==> config.mk <==
export PLATFORM = sky130hd
export DESIGN_NAME = matrix_stream_adapter_flat
export DESIGN_NICKNAME = d
export VERILOG_FILES = /design/src/rtl/matrix_pkg.sv /design/src/rtl/matrix_stream_adapter_if.sv /design/src/rtl/matrix_res_serializer.sv /design/src/rtl/matrix_stream_adapter.sv /design/src/flat_wrapper.sv
export SDC_FILE = /design/constraint.sdc
export NUM_CORES = 1
export LEC_CHECK = 0
export ABC_AREA = 1
export CORE_ASPECT_RATIO = 0.75
export CORE_MARGIN = 2
export CORE_UTILIZATION = 40
export CTS_BUF_LIST = sky130_fd_sc_hd__clkbuf_2
export CTS_CLUSTER_DIAMETER = 200
export DETAILED_ROUTE_END_ITERATION = 7
export PLACE_DENSITY = 0.68
export RECOVER_POWER = 25
export SLEW_MARGIN = 30
export SYNTH_ARGS = -nofsm -noshare
export SYNTH_HDL_FRONTEND = slang
export SYNTH_SLANG_ARGS = --single-unit
==> constraint.sdc <==
create_clock -name clk -period 4.7 [get_ports clk]
set_clock_uncertainty 0.15 [all_clocks]
set_input_delay 0.94 -clock clk [delete_from_list [all_inputs] [get_ports clk]]
set_output_delay 0.94 -clock clk [all_outputs]
set_load 0.01 [all_outputs]
==> src/rtl/matrix_pkg.sv <==
// Shared types and constants for the matrix stream adapter.
// Holds the FSM state encoding, datapath widths, beat counts and the
// fixed order in which operand words arrive on the input stream.
package matrix_pkg;

  localparam int WORD_W = 16;
  localparam int RES_W  = 32;
  localparam int N_OPS  = 8;
  localparam int N_RES  = 4;

  // Position of each operand in the input word sequence.
  localparam logic [2:0] IDX_A11 = 3'd0;
  localparam logic [2:0] IDX_A12 = 3'd1;
  localparam logic [2:0] IDX_A21 = 3'd2;
  localparam logic [2:0] IDX_A22 = 3'd3;
  localparam logic [2:0] IDX_B11 = 3'd4;
  localparam logic [2:0] IDX_B12 = 3'd5;
  localparam logic [2:0] IDX_B21 = 3'd6;
  localparam logic [2:0] IDX_B22 = 3'd7;

  typedef enum logic [1:0] {
    LOAD  = 2'b00,
    WAIT  = 2'b01,
    DRAIN = 2'b10
  } state_t;

endpackage

==> src/rtl/matrix_stream_adapter_if.sv <==
// Operand input stream and result output stream of the adapter.
//   s_valid/s_ready/s_data : 16-bit operand words into the adapter
//   m_valid/m_ready/m_data/m_last : 32-bit result beats out of the adapter
// master = bus side that feeds operands and sinks results; slave = adapter.
interface matrix_stream_adapter_if;
  import matrix_pkg::*;

  logic              s_valid;
  logic              s_ready;
  logic [WORD_W-1:0] s_data;
  logic              m_valid;
  logic              m_ready;
  logic [RES_W-1:0]  m_data;
  logic              m_last;

  modport master (
    output s_valid, s_data, m_ready,
    input  s_ready, m_valid, m_data, m_last
  );

  modport slave (
    input  s_valid, s_data, m_ready,
    output s_ready, m_valid, m_data, m_last
  );

endinterface

==> src/rtl/matrix_res_serializer.sv <==
// Result capture and four-beat output serializer.
//   clk, rst      : clock, async active-low reset
//   capture       : one-cycle pulse; samples c11..c22 and starts the drain
//   c11..c22      : multiplier results
//   m_ready       : downstream accepts the current beat
//   m_valid/m_data/m_last : result beats in order c11, c12, c21, c22
//   done          : pulse on the handshake of the c22 beat
module matrix_res_serializer
  import matrix_pkg::*;
(
  input  logic             clk,
  input  logic             rst,
  input  logic             capture,
  input  logic [RES_W-1:0] c11,
  input  logic [RES_W-1:0] c12,
  input  logic [RES_W-1:0] c21,
  input  logic [RES_W-1:0] c22,
  input  logic             m_ready,
  output logic             m_valid,
  output logic [RES_W-1:0] m_data,
  output logic             m_last,
  output logic             done
);

  localparam logic [1:0] LAST_BEAT = 2'(N_RES - 1);

  logic [N_RES-1:0][RES_W-1:0] res_q;
  logic [1:0]                  beat;
  logic                        valid_q;

  always_ff @(posedge clk or negedge rst) begin
    if (!rst) begin
      res_q   <= '0;
      beat    <= '0;
      valid_q <= 1'b0;
    end else if (capture) begin
      res_q   <= {c22, c21, c12, c11};
      beat    <= '0;
      valid_q <= 1'b1;
    end else if (valid_q && m_ready) begin
      // beat wraps 3 -> 0, leaving it ready for the next block
      beat <= beat + 2'd1;
      if (beat == LAST_BEAT) valid_q <= 1'b0;
    end
  end

  // m_data is a mux on held registers, so it cannot move during a stall
  assign m_valid = valid_q;
  assign m_data  = res_q[beat];
  assign m_last  = valid_q && (beat == LAST_BEAT);
  assign done    = valid_q && m_ready && (beat == LAST_BEAT);

endmodule

==> src/rtl/matrix_stream_adapter.sv <==
// Stream front/back end for the 2x2 matrix multiplier core.
// Loads eight operand words, holds them on a11..b22, waits LATENCY edges for
// the combinational/pipelined core to settle, then returns c11..c22 as a
// four-beat output stream.
//   clk, rst        : clock, async active-low reset
//   bus (slave)     : operand input stream and result output stream
//   a11..b22        : registered operands to the multiplier
//   c11..c22        : multiplier results, sampled only on the capture edge
//   busy            : high whenever the FSM is not in LOAD
//
// state | meaning
// LOAD  | accepting operand words, a11 first, b22 last
// WAIT  | operands held, counting LATENCY edges for the core to settle
// DRAIN | presenting the four captured results on the output stream
module matrix_stream_adapter
  import matrix_pkg::*;
#(
  parameter int LATENCY = 4
) (
  input  logic                   clk,
  input  logic                   rst,
  matrix_stream_adapter_if.slave bus,
  output logic [WORD_W-1:0]      a11,
  output logic [WORD_W-1:0]      a12,
  output logic [WORD_W-1:0]      a21,
  output logic [WORD_W-1:0]      a22,
  output logic [WORD_W-1:0]      b11,
  output logic [WORD_W-1:0]      b12,
  output logic [WORD_W-1:0]      b21,
  output logic [WORD_W-1:0]      b22,
  input  logic [RES_W-1:0]       c11,
  input  logic [RES_W-1:0]       c12,
  input  logic [RES_W-1:0]       c21,
  input  logic [RES_W-1:0]       c22,
  output logic                   busy
);

  localparam int               CNT_W     = (LATENCY > 1) ? $clog2(LATENCY) : 1;
  localparam logic [CNT_W-1:0] WAIT_INIT = CNT_W'(LATENCY - 1);

  state_t                      state_q, state_d;
  logic [2:0]                  word_cnt;
  logic [CNT_W-1:0]            wait_cnt;
  logic [N_OPS-1:0][WORD_W-1:0] ops_q;
  logic                        s_ready_int;
  logic                        s_hs;
  logic                        last_word;
  logic                        capture;
  logic                        done;

  assign s_hs      = bus.s_valid && s_ready_int;
  assign last_word = s_hs && (word_cnt == IDX_B22);

  always_ff @(posedge clk or negedge rst) begin
    if (!rst) state_q <= LOAD;
    else      state_q <= state_d;
  end

  always_comb begin
    state_d = state_q;
    case (state_q)
      LOAD:    if (last_word)         state_d = WAIT;
      WAIT:    if (wait_cnt == '0)    state_d = DRAIN;
      DRAIN:   if (done)              state_d = LOAD;
      default:                        state_d = LOAD;
    endcase
  end

  always_comb begin
    s_ready_int = (state_q == LOAD) && rst;
    capture     = (state_q == WAIT) && (wait_cnt == '0);
    busy        = (state_q != LOAD);
  end

  // Operand registers and the two down/up counters
  always_ff @(posedge clk or negedge rst) begin
    if (!rst) begin
      ops_q    <= '0;
      word_cnt <= '0;
      wait_cnt <= '0;
    end else begin
      if (s_hs) begin
        ops_q[word_cnt] <= bus.s_data;
        word_cnt        <= last_word ? 3'd0 : word_cnt + 3'd1;
      end
      // terminal count 0 is the capture edge
      if (last_word)
        wait_cnt <= WAIT_INIT;
      else if (state_q == WAIT && wait_cnt != '0)
        wait_cnt <= wait_cnt - 1'b1;
    end
  end

  assign bus.s_ready = s_ready_int;

  assign a11 = ops_q[IDX_A11];
  assign a12 = ops_q[IDX_A12];
  assign a21 = ops_q[IDX_A21];
  assign a22 = ops_q[IDX_A22];
  assign b11 = ops_q[IDX_B11];
  assign b12 = ops_q[IDX_B12];
  assign b21 = ops_q[IDX_B21];
  assign b22 = ops_q[IDX_B22];

  matrix_res_serializer u_ser (
    .clk     (clk),
    .rst     (rst),
    .capture (capture),
    .c11     (c11),
    .c12     (c12),
    .c21     (c21),
    .c22     (c22),
    .m_ready (bus.m_ready),
    .m_valid (bus.m_valid),
    .m_data  (bus.m_data),
    .m_last  (bus.m_last),
    .done    (done)
  );

endmodule

==> src/flat_wrapper.sv <==
// flat-port wrapper written by rule: the top's interface ports become plain ports
module matrix_stream_adapter_flat import matrix_pkg::*;
#(
  parameter int LATENCY = 4
)
  (clk, rst, a11, a12, a21, a22, b11, b12, b21, b22, c11, c12, c21, c22, busy, bus_s_valid, bus_s_data, bus_m_ready, bus_s_ready, bus_m_valid, bus_m_data, bus_m_last);
  matrix_stream_adapter_if bus_i ();
  input  logic clk;
  input  logic rst;
  output logic [WORD_W-1:0] a11;
  output logic [WORD_W-1:0] a12;
  output logic [WORD_W-1:0] a21;
  output logic [WORD_W-1:0] a22;
  output logic [WORD_W-1:0] b11;
  output logic [WORD_W-1:0] b12;
  output logic [WORD_W-1:0] b21;
  output logic [WORD_W-1:0] b22;
  input  logic [RES_W-1:0] c11;
  input  logic [RES_W-1:0] c12;
  input  logic [RES_W-1:0] c21;
  input  logic [RES_W-1:0] c22;
  output logic busy;
  input wire logic [$bits(bus_i.s_valid)-1:0] bus_s_valid;
  input wire logic [$bits(bus_i.s_data)-1:0] bus_s_data;
  input wire logic [$bits(bus_i.m_ready)-1:0] bus_m_ready;
  output wire logic [$bits(bus_i.s_ready)-1:0] bus_s_ready;
  output wire logic [$bits(bus_i.m_valid)-1:0] bus_m_valid;
  output wire logic [$bits(bus_i.m_data)-1:0] bus_m_data;
  output wire logic [$bits(bus_i.m_last)-1:0] bus_m_last;
  assign bus_i.s_valid = bus_s_valid;
  assign bus_i.s_data = bus_s_data;
  assign bus_i.m_ready = bus_m_ready;
  assign bus_s_ready = bus_i.s_ready;
  assign bus_m_valid = bus_i.m_valid;
  assign bus_m_data = bus_i.m_data;
  assign bus_m_last = bus_i.m_last;
  matrix_stream_adapter #(.LATENCY(LATENCY)) u_core (.clk(clk), .rst(rst), .bus(bus_i), .a11(a11), .a12(a12), .a21(a21), .a22(a22), .b11(b11), .b12(b12), .b21(b21), .b22(b22), .c11(c11), .c12(c12), .c21(c21), .c22(c22), .busy(busy));
endmodule
==> flow_metrics.tcl <==
set metrics [dict create \
    ant_nets 0 \
    yosys_warnings 0 \
    synth.area.top_cells "dfrtp_1, nand2_1, o21bai_1, inv_1, o21ai_0" \
    reg2reg_depth 7 \
    io_pins 312 \
    wl_per_cell_um 16.4 \
    start_util_pct 40.4 \
    sw_frac_of_total_pct 38.9 \
    p_leak_nw 7.72 \
    worstMarginPinSlew_ns 2.94 \
    slew-limit-headroom_pct -96.2 \
    firstDrtPassIters 5 \
    die_area_sq_um 31600 \
    reg2reg_slack_ns 2.10 \
    cp.required_ns 5.27 \
    r2r-end "u_core.u_ser.res_q[81]$_DFFE_PN0P_" \
    post_cts_buffers 0 \
    clock_path_buffers 3 \
    synth_cells 1490 \
    portBuffers 311 \
    finalMaxSlewViolations 248 \
    nets 1940 \
    peakVddDrop_mv 0.434 \
    synth_edf_count 0 \
    antenna_found_initial 4 \
    syn_to_final_growth_pct 32.4 \
    violations "max-capacitance violations, max-slew violations" \
    timing.hold.ws_ns 0.332 \
    cts_sinks 266 \
    p_int_mw 6.56 \
    coreArea_sq_um 29900 \
    finalWirelength_mm 36.5 \
    outcome "finished with violations" \
    powerDensity_nw_per_um2 671 \
    yosysTopAreaCell "dfrtp_1" \
    synth_seq_cells 266 \
    syn_nets 1642 \
    sequentialPowerShare_pct 37.6 \
    cap_violations 3 \
    cp-end-kind "flip-flop" \
    drc 0 \
    rsz0062_at_grt "no" \
    min_path_type "flip-flop to flip-flop" \
    cts_hold_buf 1 \
    arrival_ns 4.67 \
    cts_resized 0 \
    worst_r2r_startpoint "u_core.wait_cnt[0]$_DFFE_PN0P_" \
    hp-start "u_core.u_ser.res_q[37]$_DFFE_PN0P_" \
    synth_top_flop_cell "dfrtp_1" \
    path_max_fanout 49 \
    yosysMostFrequentCell "nand2_1" \
    grt_overflow_total 0 \
    comb_power_share_pct 47.3 \
    die_y_um 155 \
    viasPerCell 4.78 \
    p_clk_share_pct 15.1 \
    gp_congestion 0.821 \
    grt_max_degree 144 \
    cts.clk_slew.worst_paths_ns 0.09 \
    via_count 10700 \
    grt_usage_pct 23.6 \
    holdPathStages 2 \
    fmax_mhz 244 \
    clk-insertion-delay-late_ns 0.81 \
    fin_tns_setup_ns 0 \
    root_buffer "clkbuf_2" \
    period_needed_ns 4.10 \
    cp-start-kind "input port" \
    postSynth.asyncResetShare_pct 100 \
    setup.worst_path.start "rst" \
    synth_top_area_share_pct 55.1 \
    setup_viol_count_final 0 \
    hold_viol 0 \
    syn_area_sq_um 12100 \
    grt_pass1_wl_mm 58.4 \
    yosysSeqAreaShare_pct 55.1 \
    num_rows 55 \
    hold_end "u_core.u_ser.res_q[37]$_DFFE_PN0P_" \
    grt_pass1_vias 10700 \
    cts_tree "yes" \
    critPathKind "input port to flip-flop" \
    cts_buffers 70 \
    dpl.hpwl_mm 23.7 \
    fin_crit_sh_pct 87.3 \
    avgSynthCellArea_sq_um 8.11 \
    drt_iter0_drc 690 \
    htreeDepth 3 \
    p_switching_mw 4.17 \
    ys_types 19 \
    die_w_um 205 \
    drive_gt1_share_pct 7.28 \
    synth_common_cells "nand2_1, dfrtp_1, inv_1" \
]
[worst max-delay path by stage]
stage,end,slack (ns),depth (start not counted)
floorplan,bus_m_data[12],2.23,6
global placement,bus_m_data[13],1.31,4
detailed placement,u_core.b11[10]$_DFFE_PN0P_,1.48,6
CTS,bus_m_data[5],0.58,4
global route,u_core.word_cnt[2]$_DFFE_PN0P_,0.25,5
finish,u_core.word_cnt[2]$_DFFE_PN0P_,0.60,5
[registers in the layout, summed over array words and instances (netlist names)]
signal and cells:
u_core.u_ser.beat 2, u_core.a22 16, u_core.a11 16, u_core.b21 16
u_core.word_cnt 3, u_core.u_ser.res_q 128, u_core.a12 16, u_core.wait_cnt 2
u_core.b12 16, u_core.u_ser.m_valid 1, u_core.a21 16, u_core.state_q 2
u_core.b22 16, u_core.b11 16
[power groups by stage]
stage | sequential [mW] | combinational [mW] | clock [mW]
finish | 4.04 | 5.08 | 1.62
global route | 4.17 | 5.63 | 1.79
CTS | 4.03 | 5.14 | 1.68
detailed placement | 4.06 | 5.11 | 0
global placement | 4.04 | 5.05 | 0
floorplan | 4.20 | 2.39 | 0
[per-stage QoR]
stage | area, sq um | worst slack (ns) | util [%] | cells | power [mW]
2_1_floorplan | 12100 | 2.23 | - | 1490 | 6.59
3_3_place_gp | 15400 | 1.31 | 51.4 | 2114 | 9.09
3_5_place_dp | 15400 | 1.48 | 51.4 | 2114 | 9.17
4_1_cts | 16000 | 0.579 | 53.5 | 2225 | 10.9
5_1_grt | 16000 | 0.250 | 53.4 | 2228 | 11.6
6_report | 16000 | 0.599 | 53.4 | 2229 | 10.7
[cell type report]
class	count	area, sq um
Antenna cell	4	10.0
Tap cell	399	499
Timing Repair Buffer	324	3210
Clock inverter	8	82.6
Sequential cell	266	6660
Clock buffer	102	510
Inverter	145	552
Fill cell	2868	13900
Multi-Input combinational cell	981	4470
[worst max-delay path, stage by stage]
cell and delay [ns]:
dlygate4sd3_1 0.57, buf_8 0.25, clkbuf_1 1.99, nand4_1 0.56
o21ai_0 0.33
[per-layer routing]
metal | global-route usage [%] | wire length [um] | up-vias
met5 | 0 | 0 | -
met3 | 6.24 | 2500 | 73
li1 | - | - | 5197
met2 | 34.4 | 16000 | 304
met4 | 8.97 | 968 | 0
met1 | 33.6 | 17100 | 5080
[cell usage in the layout, fill, tap and decap left out, types with 4 or more instances in the layout]
master | synthesis | routed
nand3_1 | 9 | 8
clkbuf_2 | 0 | 102
dfrtp_1 | 266 | 265
nor2_4 | 5 | 5
nor2_2 | 4 | 4
o22ai_1 | 32 | 32
diode_2 | 0 | 4
nor2_1 | 68 | 68
buf_4 | 0 | 8
ha_1 | 4 | 4
nand2_1 | 653 | 653
clkdlybuf4s50_1 | 0 | 310
o21bai_1 | 128 | 128
o21ai_0 | 69 | 69
inv_1 | 144 | 142
clkinv_1 | 1 | 5
a21oi_1 | 4 | 4
[cells by family after synthesis]
kind of cell,share of synthesized area (%)
adders and majority gates,0.414
DFF,55.1
and+or+nand+nor,23.8
buffers and inverters,8.08
AOI/OAI and AO/OA,12.6
No activity file was read; power rests on OpenSTA's default activity.
